<file path="config.mk">
export PLATFORM = sky130hd
export DESIGN_NAME = ctrl_pipe
export DESIGN_NICKNAME = d
export VERILOG_FILES = /design/src/rtl/ctrl_pipe.sv
export SDC_FILE = /design/constraint.sdc
export NUM_CORES = 1
export LEC_CHECK = 0
export CORE_MARGIN = 2
export CORE_UTILIZATION = 41
export DETAILED_ROUTE_END_ITERATION = 8
export HOLD_SLACK_MARGIN = 0.06
export PLACE_DENSITY = 0.72
export RECOVER_POWER = 50
export SLEW_MARGIN = 20
export SYNTH_ARGS = -nofsm -noshare
export SYNTH_HDL_FRONTEND = slang
export SYNTH_SLANG_ARGS = --single-unit
</file>
<file path="constraint.sdc">
create_clock -name clk_i -period 2 [get_ports clk_i]
set_input_delay 0.4 -clock clk_i [delete_from_list [all_inputs] [get_ports clk_i]]
set_output_delay 0.4 -clock clk_i [all_outputs]
set_load 0.01 [all_outputs]
</file>
<file path="src/rtl/ctrl_pipe.sv">
// ctrl_pipe: carries the ID-stage control bundle through the ID/EX, EX/MEM
// and MEM/WB pipeline registers of a 5-stage MIPS pipeline. It also resolves
// the EX destination register, detects load-use hazards, and drives the EX
// operand forwarding selects.
//
// Ports:
//   clk_i, rst_i        clock, synchronous active-high reset
//   ctrl_i              ID bundle {ALUOp[1:0], RegDst, ALUSrc, MemtoReg,
//                       RegWrite, MemWrite, MemRead, Branch, Jump}
//   rs_i, rt_i, rd_i    ID instruction register fields
//   flush_i             squash the ID instruction (bubble into ID/EX)
//   ex_*                fields held in ID/EX (ex_dest_o is combinational)
//   mem_*               fields held in EX/MEM
//   wb_*                fields held in MEM/WB
//   stall_o             load-use hazard: PC and IF/ID hold
//   fwd_a_o, fwd_b_o    EX operand selects: 00 regfile, 10 EX/MEM, 01 MEM/WB
module ctrl_pipe #(
    parameter int CTRL_W = 10,
    parameter int REG_W  = 5
) (
    input  logic              clk_i,
    input  logic              rst_i,
    input  logic [CTRL_W-1:0] ctrl_i,
    input  logic [REG_W-1:0]  rs_i,
    input  logic [REG_W-1:0]  rt_i,
    input  logic [REG_W-1:0]  rd_i,
    input  logic              flush_i,
    output logic [1:0]        ex_alu_op_o,
    output logic              ex_alu_src_o,
    output logic [REG_W-1:0]  ex_dest_o,
    output logic              mem_mem_write_o,
    output logic              mem_mem_read_o,
    output logic              wb_mem_to_reg_o,
    output logic              wb_reg_write_o,
    output logic [REG_W-1:0]  wb_dest_o,
    output logic              stall_o,
    output logic [1:0]        fwd_a_o,
    output logic [1:0]        fwd_b_o
);

    typedef struct packed {
        logic [1:0]       alu_op;
        logic             reg_dst;
        logic             alu_src;
        logic             mem_to_reg;
        logic             reg_write;
        logic             mem_write;
        logic             mem_read;
        logic [REG_W-1:0] rs;
        logic [REG_W-1:0] rt;
        logic [REG_W-1:0] rd;
    } id_ex_t;

    typedef struct packed {
        logic             mem_to_reg;
        logic             reg_write;
        logic             mem_write;
        logic             mem_read;
        logic [REG_W-1:0] dest;
    } ex_mem_t;

    typedef struct packed {
        logic             mem_to_reg;
        logic             reg_write;
        logic [REG_W-1:0] dest;
    } mem_wb_t;

    id_ex_t  id_ex;
    ex_mem_t ex_mem;
    mem_wb_t mem_wb;

    logic [REG_W-1:0] ex_dest;
    logic             stall;
    logic             bubble;
    id_ex_t           id_ex_next;

    assign ex_dest = id_ex.reg_dst ? id_ex.rd : id_ex.rt;

    // Conservative: rt is compared even when the ID instruction does not read it.
    assign stall = id_ex.mem_read && (ex_dest != '0) &&
                   ((ex_dest == rs_i) || (ex_dest == rt_i));

    // A stall and a flush in the same cycle still produce a single bubble.
    assign bubble = stall || flush_i;

    // Branch/Jump (bits [1:0]) are consumed in ID and not carried.
    always_comb begin
        id_ex_next            = '0;
        id_ex_next.alu_op     = ctrl_i[9:8];
        id_ex_next.reg_dst    = ctrl_i[7];
        id_ex_next.alu_src    = ctrl_i[6];
        id_ex_next.mem_to_reg = ctrl_i[5];
        id_ex_next.reg_write  = ctrl_i[4];
        id_ex_next.mem_write  = ctrl_i[3];
        id_ex_next.mem_read   = ctrl_i[2];
        id_ex_next.rs         = rs_i;
        id_ex_next.rt         = rt_i;
        id_ex_next.rd         = rd_i;
    end

    always_ff @(posedge clk_i) begin
        if (rst_i) begin
            id_ex  <= '0;
            ex_mem <= '0;
            mem_wb <= '0;
        end else begin
            id_ex             <= bubble ? id_ex_t'('0) : id_ex_next;
            ex_mem.mem_to_reg <= id_ex.mem_to_reg;
            ex_mem.reg_write  <= id_ex.reg_write;
            ex_mem.mem_write  <= id_ex.mem_write;
            ex_mem.mem_read   <= id_ex.mem_read;
            ex_mem.dest       <= ex_dest;
            mem_wb.mem_to_reg <= ex_mem.mem_to_reg;
            mem_wb.reg_write  <= ex_mem.reg_write;
            mem_wb.dest       <= ex_mem.dest;
        end
    end

    // EX/MEM is the newer producer, so it wins over MEM/WB; $0 never forwards.
    function automatic logic [1:0] fwd_sel(input logic [REG_W-1:0] src);
        if (ex_mem.reg_write && ex_mem.dest != '0 && ex_mem.dest == src)
            return 2'b10;
        else if (mem_wb.reg_write && mem_wb.dest != '0 && mem_wb.dest == src)
            return 2'b01;
        else
            return 2'b00;
    endfunction

    assign fwd_a_o = fwd_sel(id_ex.rs);
    assign fwd_b_o = fwd_sel(id_ex.rt);

    assign ex_alu_op_o     = id_ex.alu_op;
    assign ex_alu_src_o    = id_ex.alu_src;
    assign ex_dest_o       = ex_dest;
    assign mem_mem_write_o = ex_mem.mem_write;
    assign mem_mem_read_o  = ex_mem.mem_read;
    assign wb_mem_to_reg_o = mem_wb.mem_to_reg;
    assign wb_reg_write_o  = mem_wb.reg_write;
    assign wb_dest_o       = mem_wb.dest;
    assign stall_o         = stall;

endmodule

</file>
* Word-level counts from Yosys, hierarchy flattened
Index checks and enable logic that the tools add are counted.
Cells by class: $add $sub $neg 0, order comparisons 0, reduce and logical (&&, ||, !) cells 14, mux-type cells 5, bitwise gates (word level) 0, shift-type cells 0, multiply operators 0, eq/ne operators 6, div/mod/pow operators 0
Operators by type and width (count):
- == test 5 bit | 6
- nonzero test 5 bit | 3
- logical AND 1 bit | 8
- 2-to-1 mux 5 bit | 1
- 2-to-1 mux 2 bit | 2
- logical OR 1 bit | 2
- 2-to-1 mux 1 bit | 2
- OR reduction 2 bit | 1
Word-level totals: ROM bits 0, RAM bits 0, latch bits 0, memories kept 0, logic and storage cells 43, input port bits 28, bits in registers 39, output and inout port bits 22

* Depth between registers and ports, before layout
depth in word-level cells 6, gate-level depth with buffers 8

* Worst setup path after synthesis
No wires, ideal clock.
kind reg-to-output, start register ex_mem[1] (netlist name), end output port fwd_a_o[0], setup slack 0.041 ns, buffers on the path 0, arrival 1.559 ns, cell stages (with the launch flop) 5, cells stage by stage dfxtp_1 -> or4_1 -> o21ai_1 -> nor4_1 -> nor4_1
On the way: longest elaborated chain between the ends 4, elaborated cells on any way between the ends 5
Ends and longest elaborated chain:
- start: declaration | line 69 | ex_mem_t ex_mem;
- nonzero test 5 bit | line 121 | if (ex_mem.reg_write && ex_mem.dest != '0 && ex_mem.dest == src)
- logical AND 1 bit | line 121
- logical AND 1 bit * | line 121
- 2-to-1 mux 2 bit * | line 121
- end: declaration | line 37 | output logic [1:0] fwd_a_o,
Every way passes the cells marked *; elsewhere a longest branch is shown, timed or not.

* Worst setup path in the final report
start register mem_wb, in the netlist wb_dest_o[4], end output port fwd_a_o[0]
On the way: longest elaborated chain between the ends 5, elaborated cells on any way between the ends 6
Ends and longest elaborated chain:
- start: declaration | line 70 | mem_wb_t mem_wb;
- nonzero test 5 bit | line 123 | else if (mem_wb.reg_write && mem_wb.dest != '0 && mem_wb.dest == src)
- logical AND 1 bit | line 123
- logical AND 1 bit * | line 123
- 2-to-1 mux 1 bit * | line 123
- 2-to-1 mux 2 bit * | line 121
Marked as above.

==> flow_summary.toml <==
[cells_and_area]
fin_cells = 300
nNetsFinal = 277
synthToLayoutAreaGrowth_pct = 54.1
layout-drive-gt1-share = 0.340
fin_util = 0.645
num_antenna_cells = 0

[routing]
wl_per_cell_um = 12.0
drt_drc_violations_left = 0
vias_per_cell = 4.50
via_count = 1351
drt_iter0_markers = 17
routed_wl_um = 3590
first_pass_iters = 4
ant_nets = 0

[power_and_ir_drop]
internal-power_w = 0.00119
pwr-share-seq = 0.522
swShare = 0.245
p_total_w = 0.00157
ir_worst_vdd_mv = 0.332
p_sw_w = 0.000386
combPwrFrac = 0.153
power_density_mw_per_mm2 = 619
p_leak_nw = 1.17
power.clock.fraction = 0.325

[floorplan]
die_area_mm2 = 0.00455
die_h_um = 67.4
start_util = 0.418
num_io_pins = 50
core_area_mm2 = 0.00394
fp.dieW_um = 67.4
row_count = 23

[setup_path]
r2r_start = "id_ex[20]"
crit_fanout = 4
required_ns = 1.60
arrival_ns = 1.83
critPathCaptureType = "output port"
critPathLaunchType = "flop"
cp-startpoint = "wb_dest_o[4]"
path_class = "reg -> out"

[grt]
grt_max_degree = 24
grt_usage = 0.176
grt_pass1_wl_um = 5700
antenna_found_initial = 0
grt_pass1_vias = 1280
grt-ovfl-total = 0

[synth]
synth_seq_cells = 39
netlist_instances = 168
synth_area_mm2 = 0.00165
synth_cell_type_count = 23
synth-edff-count = 0
synth_nets = 196
synth_warnings = 0
synth_ff_type = "dfxtp_1"
async_flop_share = 0
seq_area_frac_synth = 0.473
syn_area_per_cell_um2 = 9.82

[sta]
worstMarginPinSlew_ns = 0.732
finalClockSkew_ns = 0.00533
finalHoldViolations = 0
fin_tns_setup_ns = -0.933
clock.fmax_mhz = 449
period_share = 1.11
fin_crit_ns = 2.23
rsz0062_at_grt = "yes"
slew_headroom = 0.512
setup_violations = 5
fin_ws_ns = -0.226
drv_slew = 0

[clocking]
cts_tree = "done"
clock-root-buffer = "clkbuf_8"
cts_inserted_buffers = 5
htreeDepth = 2
ctsHoldBuffers = 0
clk_path_buf_depth = 2
clkSlewWorstSetupHoldPaths_ns = 0.07
clock_latency_ns = 0.30
clock_sinks = 39

[status]
violations = "setup timing"
status = "finished, violations left"

[placed_design]
hpwl_um = 2610
dp_cells = 287
portBuffers = 47
gp_congestion = 0.817

[flow_run]
cap_violations = 0

[hold_path]
hold_class = "reg -> reg"
hold_start = "id_ex[17]"
## final timing paths
| path | end | slack [ns] | depth (start not counted) |
|---|---|---|---|
| max reg2reg | id_ex[9] | 0.10 | 8 |
| min | ex_mem[7] | 0.44 | 1 |
| max | fwd_a_o[0] | -0.23 | 5 |
| min reg2reg | ex_mem[7] | 0.44 | 1 |
## critical path, stage by stage (launching register included)
cell and delay (ns):
dfxtp_2 0.37, or4_1 0.12, o21ai_1 0.08, or4_4 0.52
nor4_4 0.28, buf_2 0.16
## registers in the layout (all words and copies together) (netlist names)
register,flops
id_ex,20
ex_mem,7
wb_dest_o,5
ex_alu_op_o,2
ex_alu_src_o,1
mem_mem_read_o,1
mem_mem_write_o,1
wb_mem_to_reg_o,1
wb_reg_write_o,1
## timing repair
| action | 4_1_cts | 5_1_grt |
|---|---|---|
| resized for setup | 43 | 6 |
| pin swaps | 10 | 4 |
| setup buffers | 4 | 1 |
| endpoints found under the setup margin | 10 | 27 |
## per-layer routing
layer	wire [um]	track usage
met1	1520	0.204
met2	1760	0.292
met3	216	0.0567
met4	87	0.0842
met5	0	0
## layout by cell type (no fill, tap or decap)
cell / netlist / final
xnor2_2: 0 / 2
o21ai_4: 0 / 1
nor2_1: 9 / 9
clkbuf_2: 0 / 1
nand3_1: 4 / 4
nor3_1: 1 / 1
nor4_4: 0 / 1
or4_1: 4 / 2
clkdlybuf4s50_1: 0 / 25
dfxtp_2: 0 / 4
or4_4: 0 / 2
inv_1: 4 / 4
a21oi_4: 1 / 1
mux2i_1: 1 / 1
o21ai_1: 2 / 2
buf_4: 2 / 29
buf_2: 0 / 4
nor3_2: 1 / 1
dlygate4sd3_1: 0 / 12
dlygate4sd2_1: 0 / 4
nand2_1: 23 / 23
mux2i_4: 3 / 3
clkbuf_1: 3 / 2
nor2_2: 19 / 19
buf_6: 3 / 5
xor2_1: 16 / 16
clkbuf_8: 0 / 5
dfxtp_1: 39 / 35
nor2b_1: 12 / 12
buf_12: 0 / 1
nor4_2: 0 / 3
xnor2_1: 14 / 12
nand4_1: 1 / 1
clkinv_2: 0 / 1
mux2_4: 0 / 1
clkinvlp_4: 0 / 1
## cell usage after synthesis (2+ instances only)
cell       n  area share
nor2b_1   12       0.046
nand2_1   23       0.052
nor2_2    19       0.072
o21ai_1    2      0.0061
mux2i_4    3       0.041
nor4_1     4       0.015
nand3_1    4       0.012
xor2_1    16       0.085
buf_6      3       0.020
buf_4      2      0.0091
or4_1      4       0.018
dfxtp_1   39        0.47
inv_1      4      0.0091
nor2_1     9       0.020
xnor2_1   14       0.074
clkbuf_1   3      0.0068
## cell families (layout without fill, tap and decap cells)
| logic type | after synthesis | after routing | share of synthesized area |
|---|---|---|---|
| compound gates | 4 | 4 | 0.0190 |
| flops | 39 | 39 | 0.473 |
| xor+xnor | 30 | 30 | 0.159 |
| buf+inv | 12 | 94 | 0.0455 |
| mux | 5 | 5 | 0.0539 |
| simple gates | 78 | 78 | 0.249 |
## area by class of cell
type / instances / area (um^2)
sequential: 39 / 786
multi-input combinational: 117 / 865
tap: 50 / 62.6
clock inverter: 2 / 12.5
inverter: 4 / 15.0
timing repair buffer: 82 / 728
clock buffer: 6 / 72.6
fill: 322 / 1400
## power by group through the flow
| stage | sequential, W | combinational (W) | clock (W) |
|---|---|---|---|
| floorplan | 0.000840 | 0.000101 | 0 |
| global placement | 0.000838 | 0.000226 | 0 |
| detailed placement | 0.000839 | 0.000228 | 0 |
| CTS | 0.000822 | 0.000240 | 0.000527 |
| global route | 0.000825 | 0.000261 | 0.000546 |
| finish | 0.000822 | 0.000241 | 0.000511 |
## stage by stage
| step | area, um^2 | hold slack, ns | setup WS, ns |
|---|---|---|---|
| floorplan | 1650 | 0.414 | 0.0414 |
| global placement | 2360 | 0.419 | -0.396 |
| detailed placement | 2360 | 0.426 | -0.435 |
| CTS | 2510 | 0.443 | -0.248 |
| global route | 2540 | 0.454 | -0.274 |
| finish | 2540 | 0.439 | -0.226 |
Power figures use the tool's default switching activity.
